===== src/rtl/hazard_pkg.sv =====
// Shared encodings for the execute-stage hazard unit: forward selects and FSM states.
// Pure declarations; no timing or flow-control behaviour of its own.
package hazard_pkg;
  localparam logic [1:0] FWD_REG = 2'b00;
  localparam logic [1:0] FWD_WB  = 2'b01;
  localparam logic [1:0] FWD_MEM = 2'b10;

  typedef enum logic {
    ST_RUN   = 1'b0,
    ST_STALL = 1'b1
  } hazardState_t;
endpackage


===== src/rtl/hazard_scoreboard.sv =====
// Private M/W destination pipeline plus the operand forward-select compare.
// Latency: selects are combinational from registered M/W state; M and W never stall.
module hazard_scoreboard
  import hazard_pkg::*;
#(
  parameter int REG_ADDR_W = 5
) (
  input  logic                  clk,
  input  logic                  rst,
  input  logic [REG_ADDR_W-1:0] Rd_E,
  input  logic                  RegWrite_E,
  input  logic                  FlushE,
  input  logic [REG_ADDR_W-1:0] Rs1_E,
  input  logic [REG_ADDR_W-1:0] Rs2_E,
  output logic [1:0]            ForwardA_E,
  output logic [1:0]            ForwardB_E
);
  logic [REG_ADDR_W-1:0] rdM, rdW;
  logic                  regWriteM, regWriteW;

  always_ff @(posedge clk) begin
    if (rst) begin
      rdM       <= '0;
      rdW       <= '0;
      regWriteM <= 1'b0;
      regWriteW <= 1'b0;
    end else begin
      rdM       <= Rd_E;
      regWriteM <= RegWrite_E & ~FlushE;
      rdW       <= rdM;
      regWriteW <= regWriteM;
    end
  end

  // M wins over W; x0 is hardwired so it never forwards.
  function automatic logic [1:0] fwdSel(input logic [REG_ADDR_W-1:0] rs,
                                        input logic [REG_ADDR_W-1:0] dM,
                                        input logic                  wM,
                                        input logic [REG_ADDR_W-1:0] dW,
                                        input logic                  wW);
    if (wM && dM != '0 && dM == rs)      return FWD_MEM;
    else if (wW && dW != '0 && dW == rs) return FWD_WB;
    else                                 return FWD_REG;
  endfunction

  always_comb begin
    ForwardA_E = fwdSel(Rs1_E, rdM, regWriteM, rdW, regWriteW);
    ForwardB_E = fwdSel(Rs2_E, rdM, regWriteM, rdW, regWriteW);
  end
endmodule


===== src/rtl/hazard_control_unit.sv =====
// Execute-stage hazard control: forwarding, load-use bubbles, taken-branch flushes.
// Latency: all outputs combinational from E/D inputs and registered state; optional
// saturating perf counters (StallCount/FlushCount) are built only with HAZARD_PERF_EN.
module hazard_control_unit
  import hazard_pkg::*;
#(
  parameter int REG_ADDR_W = 5,
  parameter int LOAD_STALL = 1,
  parameter int CNT_W      = 32
) (
  input  logic                  clk,
  input  logic                  rst,
  input  logic [REG_ADDR_W-1:0] Rs1_D,
  input  logic [REG_ADDR_W-1:0] Rs2_D,
  input  logic [REG_ADDR_W-1:0] Rs1_E,
  input  logic [REG_ADDR_W-1:0] Rs2_E,
  input  logic [REG_ADDR_W-1:0] Rd_E,
  input  logic                  RegWrite_E,
  input  logic                  ResultSel_E,
  input  logic                  PCSourceE,
  output logic [1:0]            ForwardA_E,
  output logic [1:0]            ForwardB_E,
  output logic                  StallF,
  output logic                  StallD,
  output logic                  FlushD,
  output logic                  FlushE,
  output logic [CNT_W-1:0]      StallCount,
  output logic [CNT_W-1:0]      FlushCount
);
  hazardState_t state;
  logic [2:0]   cnt;
  logic         loadUse;
  logic         stallNow;

  assign loadUse = RegWrite_E & ResultSel_E & (Rd_E != '0) &
                   ((Rd_E == Rs1_D) | (Rd_E == Rs2_D));

  // A taken branch kills whatever the stall would have protected, so it takes precedence.
  always_comb begin
    stallNow = 1'b0;
    if (!PCSourceE) stallNow = (state == ST_STALL) | loadUse;
  end

  assign StallF = stallNow;
  assign StallD = stallNow;
  assign FlushD = PCSourceE;
  assign FlushE = PCSourceE | stallNow;

  always_ff @(posedge clk) begin
    if (rst) begin
      state <= ST_RUN;
      cnt   <= '0;
    end else if (PCSourceE) begin
      state <= ST_RUN;
      cnt   <= '0;
    end else begin
      case (state)
        ST_RUN: begin
          if (loadUse && LOAD_STALL > 1) begin
            state <= ST_STALL;
            cnt   <= 3'(LOAD_STALL - 1);
          end
        end
        ST_STALL: begin
          if (cnt == 3'd1) begin
            state <= ST_RUN;
            cnt   <= '0;
          end else begin
            cnt <= cnt - 3'd1;
          end
        end
        default: begin
          state <= ST_RUN;
          cnt   <= '0;
        end
      endcase
    end
  end

  hazard_scoreboard #(.REG_ADDR_W(REG_ADDR_W)) scoreboard (
    .clk        (clk),
    .rst        (rst),
    .Rd_E       (Rd_E),
    .RegWrite_E (RegWrite_E),
    .FlushE     (FlushE),
    .Rs1_E      (Rs1_E),
    .Rs2_E      (Rs2_E),
    .ForwardA_E (ForwardA_E),
    .ForwardB_E (ForwardB_E)
  );

`ifdef HAZARD_PERF_EN
  logic [CNT_W-1:0] stallCnt, flushCnt;

  always_ff @(posedge clk) begin
    if (rst) begin
      stallCnt <= '0;
      flushCnt <= '0;
    end else begin
      if (stallNow && stallCnt != '1)  stallCnt <= stallCnt + 1'b1;
      if (PCSourceE && flushCnt != '1) flushCnt <= flushCnt + 1'b1;
    end
  end

  assign StallCount = stallCnt;
  assign FlushCount = flushCnt;
`else
  assign StallCount = '0;
  assign FlushCount = '0;
`endif
endmodule


===== config.mk =====
export PLATFORM = sky130hd
export DESIGN_NAME = hazard_control_unit
export DESIGN_NICKNAME = d
export VERILOG_FILES = /design/src/rtl/hazard_pkg.sv /design/src/rtl/hazard_scoreboard.sv /design/src/rtl/hazard_control_unit.sv
export SDC_FILE = /design/constraint.sdc
export NUM_CORES = 1
export LEC_CHECK = 0
export CELL_PAD_IN_SITES_DETAIL_PLACEMENT = 0
export CELL_PAD_IN_SITES_GLOBAL_PLACEMENT = 1
export CORE_ASPECT_RATIO = 0.75
export CORE_MARGIN = 4
export CORE_UTILIZATION = 21
export DETAILED_ROUTE_END_ITERATION = 16
export PLACE_DENSITY = 0.74
export SLEW_MARGIN = 20
export SYNTH_ARGS = -nofsm -noshare
export SYNTH_HDL_FRONTEND = slang
export SYNTH_SLANG_ARGS = --single-unit

===== constraint.sdc =====
create_clock -name clk -period 1.55 [get_ports clk]
set_input_delay 0.31 -clock clk [delete_from_list [all_inputs] [get_ports clk]]
set_output_delay 0.31 -clock clk [all_outputs]
set_load 0.01 [all_outputs]

### Word level (Yosys, flattened, before mapping)

Index checks and enable logic that the tools add are counted.

| cells by class | value |
|---|---|
| add/sub/neg operators | 1 |
| bitwise gates (word level) | 9 |
| equality and inequality tests | 7 |
| multiplexer cells | 7 |
| reductions and logical operators | 11 |

Operators with widths:

| kind | number |
|---|---|
| $eq 5x5->1 | 6 |
| $reduce_bool 5->1 | 3 |
| $logic_and 1x1->1 | 6 |
| $and 1x1->1 | 4 |
| $mux 1 | 4 |
| $mux 2 | 2 |
| $eq 3x1->1 const B | 1 |
| $mux 3 | 1 |
| $or 1x1->1 | 3 |
| $reduce_or 3->1 | 1 |
| $sub 3x1->3 const B | 1 |
| $not 1->1 | 2 |
| $reduce_or 2->1 | 1 |

| storage, ports and cells | value |
|---|---|
| logic and storage cells | 41 |
| flip-flop bits (word level) | 16 |
| input port bits | 30 |

### Logic depth before layout (Yosys ltp)

Gate-level depths: netlist of the first run.

| depth | value |
|---|---|
| word-level depth | 8 |
| depth in mapped cells | 6 |
| mapped depth without buffers | 6 |

### Hierarchy

From an unflattened synthesis of the first run, not the netlist that was laid out.

| unflattened totals | value |
|---|---|
| cells, all modules | 169 |
| area, all modules | 1433.9 um^2 |

Modules (own cells, without submodules):

| module | seq. area each (um^2) | cells an instance | area an instance (um^2) | times used |
|---|---|---|---|---|
| hazard_control_unit | 80.1 | 110 | 855.8 | 1 |
| hazard_scoreboard | 240.2 | 59 | 578.1 | 1 |

### Least setup slack after synthesis of the first run

No wires, ideal clock.

| timing | value |
|---|---|
| kind | input to output |
| from | input Rd_E[1] |
| to | output StallF |
| arrival | 1.595 ns |
| buffers on the path | 1 |
| path slack | -0.355 ns |
| data required time | 1.240 ns |
| cell stages on the path | 5 |
| path through | xor2_1 -> nor3_1 -> a22oi_1 -> o41ai_1 -> buf_4 |

| on the way | value |
|---|---|
| longest elaborated chain between the ends | 5 |
| elaborated cells on any way between the ends | 8 |

Ends and longest elaborated chain:

| item | RTL line | source |
|---|---|---|
| start, declared | hazard_control_unit.sv:17 | `input logic [REG_ADDR_W-1:0] Rd_E,` |
| $eq 5x5->1 / $reduce_bool 5->1 (equally long branches) | hazard_control_unit.sv:36, hazard_control_unit.sv:35 |  |
| $or 1x1->1 / $and 1x1->1 (equally long branches) | hazard_control_unit.sv:36, hazard_control_unit.sv:35 |  |
| $and 1x1->1 * | hazard_control_unit.sv:35 | `assign loadUse = RegWrite_E & ResultSel_E & (Rd_E != '0) &` |
| $or 1x1->1 * | hazard_control_unit.sv:41 | `if (!PCSourceE) stallNow = (state == ST_STALL) \| loadUse;` |
| $mux 1 * | hazard_control_unit.sv:41 |  |
| end, declared | hazard_control_unit.sv:23 | `output logic StallF,` |

Every way passes the cells marked *; elsewhere a longest branch is shown, timed or not.

### Final worst setup path of the first run

| timing | value |
|---|---|
| from | register scoreboard.rdM[2] |
| to | output ForwardA_E[0] |

| on the way | value |
|---|---|
| longest elaborated chain between the ends | 4 |
| elaborated cells on any way between the ends | 5 |

Ends and longest elaborated chain:

| item | RTL line | source |
|---|---|---|
| start, declared | hazard_scoreboard.sv:18 | `logic [REG_ADDR_W-1:0] rdM, rdW;` |
| start signal, assigned | hazard_scoreboard.sv:28 | `rdM <= Rd_E;` |
| $reduce_bool 5->1 | hazard_scoreboard.sv:41 | `if (wM && dM != '0 && dM == rs) return FWD_MEM;` |
| $logic_and 1x1->1 | hazard_scoreboard.sv:41 |  |
| $logic_and 1x1->1 * | hazard_scoreboard.sv:41 |  |
| $mux 2 * | hazard_scoreboard.sv:41 |  |
| end, declared | hazard_control_unit.sv:21 | `output logic [1:0] ForwardA_E,` |

Marks and branches as above.

==> results by group, run 1 <==
Die
  – Die height: 79.7 um
  – Initial core utilization: 0.222
  – Placeable Area: 6470 sq um
  – Ports: 102
  – Site Rows: 25
  – Die Footprint: 8250 sq um
  – Die width: 104 um

Finish
  – Final Instance Area: 2020 sq um
  – Fin util: 0.311
  – Antenna Cells: 0
  – Cell Count, Final, Fillers Out: 316
  – Layout area overhead: 40.2%
  – Fillers: 730
  – Nets@finish: 269
  – Fraction of layout cells with a size suffix above 1: 0.379

Timing
  – # setup viols final: 7
  – Final Skew: 0.500 ps
  – Final Cycle Share: 1.34
  – Setup WS post-layout: -534 ps
  – FMAX: 0.480 GHz
  – Setup TNS: -2220 ps
  – Final Hold Fails: 0
  – Minimum clock period: 2080 ps
  – WHS: 305 ps
  – RSZ-0062 raised after global routing: true
  – Pins Over Slew Limit: 0

Detailed routing
  – Routed wire per std cell: 10.3 um
  – Routed wire length: 3260 um
  – DRT Pass-1 Iters: 3
  – Via count: 1,091
  – Avg Vias per Cell: 3.45
  – # DRC: 0
  – DRT iter0 DRCs: 38
  – DRT antenna net count: 0

Global routing
  – Largest net degree at the start of global routing: 16
  – Initial antenna violation count: 0
  – Global-route usage over all layers: 0.0723
  – Total grt overflow: 0
  – First-pass GRT wire length: 4880 um
  – Vias in the first global route: 1,001

Yosys
  – Number of warnings issued by yosys: 0
  – Syn avg cell area: 8.51 sq um
  – Cells after synthesis: 169
  – Post-synth top area cell: buf_4
  – Asr flop ratio synth: 0
  – Top FF cell, synth: dfxtp_1
  – Leading post-synthesis cells by cell area: buf_4 34%, dfxtp_1 22%, xor2_1 15%
  – Synthesized flop and latch total: 16
  – Number of library cell types mapped by synthesis: 29
  – Area share of the largest cell type after synthesis: 0.344
  – Register area share after synthesis: 0.223
  – Mapped cell area: 1440 sq um
  – Number of enable flip-flop cells after synthesis: 0

Clocking
  – H-tree lvl count: 1
  – CTS Buf Count: 3
  – Hold_buf cts: 0
  – TritonCTS clock tree: built
  – Clock insertion delay at the later pin of the skew report: 240 ps
  – Clk slew on worst S/H paths: 60 ps
  – Clk buf depth: 2
  – CTS Sinks: 16
  – CTS root buffer: clkbuf_8

Pwr
  – Sw power: 337 uW
  – Power share of the combinational group: 0.327
  – Internal power: 761 uW
  – Static Leakage: 0.986 nW
  – PD cells: 544 nW/um^2
  – Sw Ratio: 0.307
  – Clock share of power: 0.274
  – Seq pwr share: 0.399
  – Worst vdd ir: 216 uV
  – Final Power: 1.10 mW

Placed design
  – HPWL Detailed: 2680 um
  – GP Congestion: 0.766
  – Placed Area: 1900 sq um
  – Placement Setup Slack: -1080 ps
  – IO Port Bufs: 37
  – Dpl cells: 309

Worst hold path
  – Hold Path Class: input pin to flip-flop

Critical path
  – Critical Path AT: 1770 ps
  – Worst EP required: 1240 ps
  – CP Capture Type: output port
  – Setup Crit Path Kind: flip-flop to output port
  – Critical Path Fanout Max: 2
  – Worst R2R Setup Slack: 340 ps
  – Startpoint Class: flip-flop

Flow run
  – Max_cap viols: 0

Run status
  – Status: finished, violations left
  – Failing checks: negative setup slack
-- routing by layer --
| layer | wire length [um] | share of wire | global-route usage |
|---|---|---|---|
| met4 | 50 | 0.015 | 0.0319 |
| met2 | 1430 | 0.44 | 0.104 |
| met5 | 0 | 0 | 0 |
| met1 | 1550 | 0.48 | 0.104 |
| met3 | 232 | 0.071 | 0.0146 |
-- timing repair --
action / in CTS / in global routing
setup endpoints to repair: 9 / 8
pin swaps: 17 / 15
buffers inserted: 2 / 3
resized for setup: 105 / 25
-- layout make-up --
cell class,instances,area (sq um),share of cell area
Tap cell,81,101,0.0502
Multi-Input combinational cell,144,998,0.495
Clock buffer,3,41.3,0.0205
Sequential cell,16,330,0.164
Inverter,4,15.0,0.00744
Timing Repair Buffer,68,531,0.263
-- power by group through the flow --
stage / registers (mW) / logic (mW) / clock network [mW]
after floorplan: 0.447 / 0.285 / 0
after global placement: 0.445 / 0.327 / 0
after detailed placement: 0.446 / 0.330 / 0
after CTS: 0.438 / 0.336 / 0.310
after global routing: 0.441 / 0.394 / 0.343
final: 0.438 / 0.359 / 0.301
-- logic make-up after synthesis --
group / Yosys count / share of synthesized area
simple gates: 37 / 0.157
flops: 16 / 0.223
fa+ha+maj: 2 / 0.0174
xor+xnor: 30 / 0.183
other cells: 1 / 0.00261
compound gates: 9 / 0.0426
buf+inv: 72 / 0.360
mux: 2 / 0.0148
-- flip-flops by register name (all words and copies together), names as in the netlist --
register	cells
scoreboard.rdW	5
scoreboard.regWriteW	1
scoreboard.rdM	5
scoreboard.regWriteM	1
cnt	3
state	1
-- cell usage after synthesis, types with 2 or more instances --
cell type	instances
a21oi_1	2
nor2b_1	11
buf_4	66
nand2_1	2
xor2_1	24
nor2_1	4
dfxtp_1	16
xnor2_1	6
nor4_2	2
nor4_1	2
nor3_1	7
ha_1	2
or4_1	5
nand3_1	2
inv_1	4
-- worst paths after layout --
check | start | to | depth (start not counted)
worst min-delay path | Rd_E[1] | scoreboard.rdM[1] | 2
worst max register to register | cnt[1] | cnt[0] | 6
worst max-delay path | scoreboard.rdM[2] | ForwardA_E[0] | 6
worst min register to register | scoreboard.regWriteM | scoreboard.regWriteW | 1
-- critical path, cell delays in order (launching register included) --
cell and delay (ps):
dfxtp_2 320, or4_4 540, o21ai_4 190, buf_4 150
nor4_4 50, nor4_4 120, buf_2 160
-- cell usage in the layout (no fill, tap or decap), types with 2 or more instances in the layout --
| cell type | Yosys | routed |
|---|---|---|
| conb_1 | 1 | 64 |
| buf_4 | 66 | 29 |
| xor2_1 | 24 | 24 |
| buf_2 | 0 | 12 |
| nor2b_1 | 11 | 11 |
| dlygate4sd2_1 | 0 | 9 |
| dfxtp_1 | 16 | 8 |
| dfxtp_2 | 0 | 8 |
| buf_6 | 0 | 7 |
| xnor2_2 | 0 | 5 |
| nor3_1 | 7 | 5 |
| clkbuf_2 | 0 | 5 |
| inv_1 | 4 | 4 |
| or4_4 | 0 | 4 |
| nor4_4 | 0 | 4 |
| clkbuf_8 | 0 | 3 |
| clkdlybuf4s50_1 | 0 | 3 |
| nor3_2 | 0 | 2 |
| nor2_1 | 4 | 2 |
| a21oi_1 | 2 | 2 |
| ha_1 | 2 | 2 |
| dlymetal6s2s_1 | 0 | 2 |
(Power assumes the default switching activity.)
==> run 2, diff against run 1 <==
Settings changed: CTS_CLUSTER_SIZE set to 24.
==> results of run 2 <==
Same layout as run 1: the final DEF is identical, and so are final timing and power.
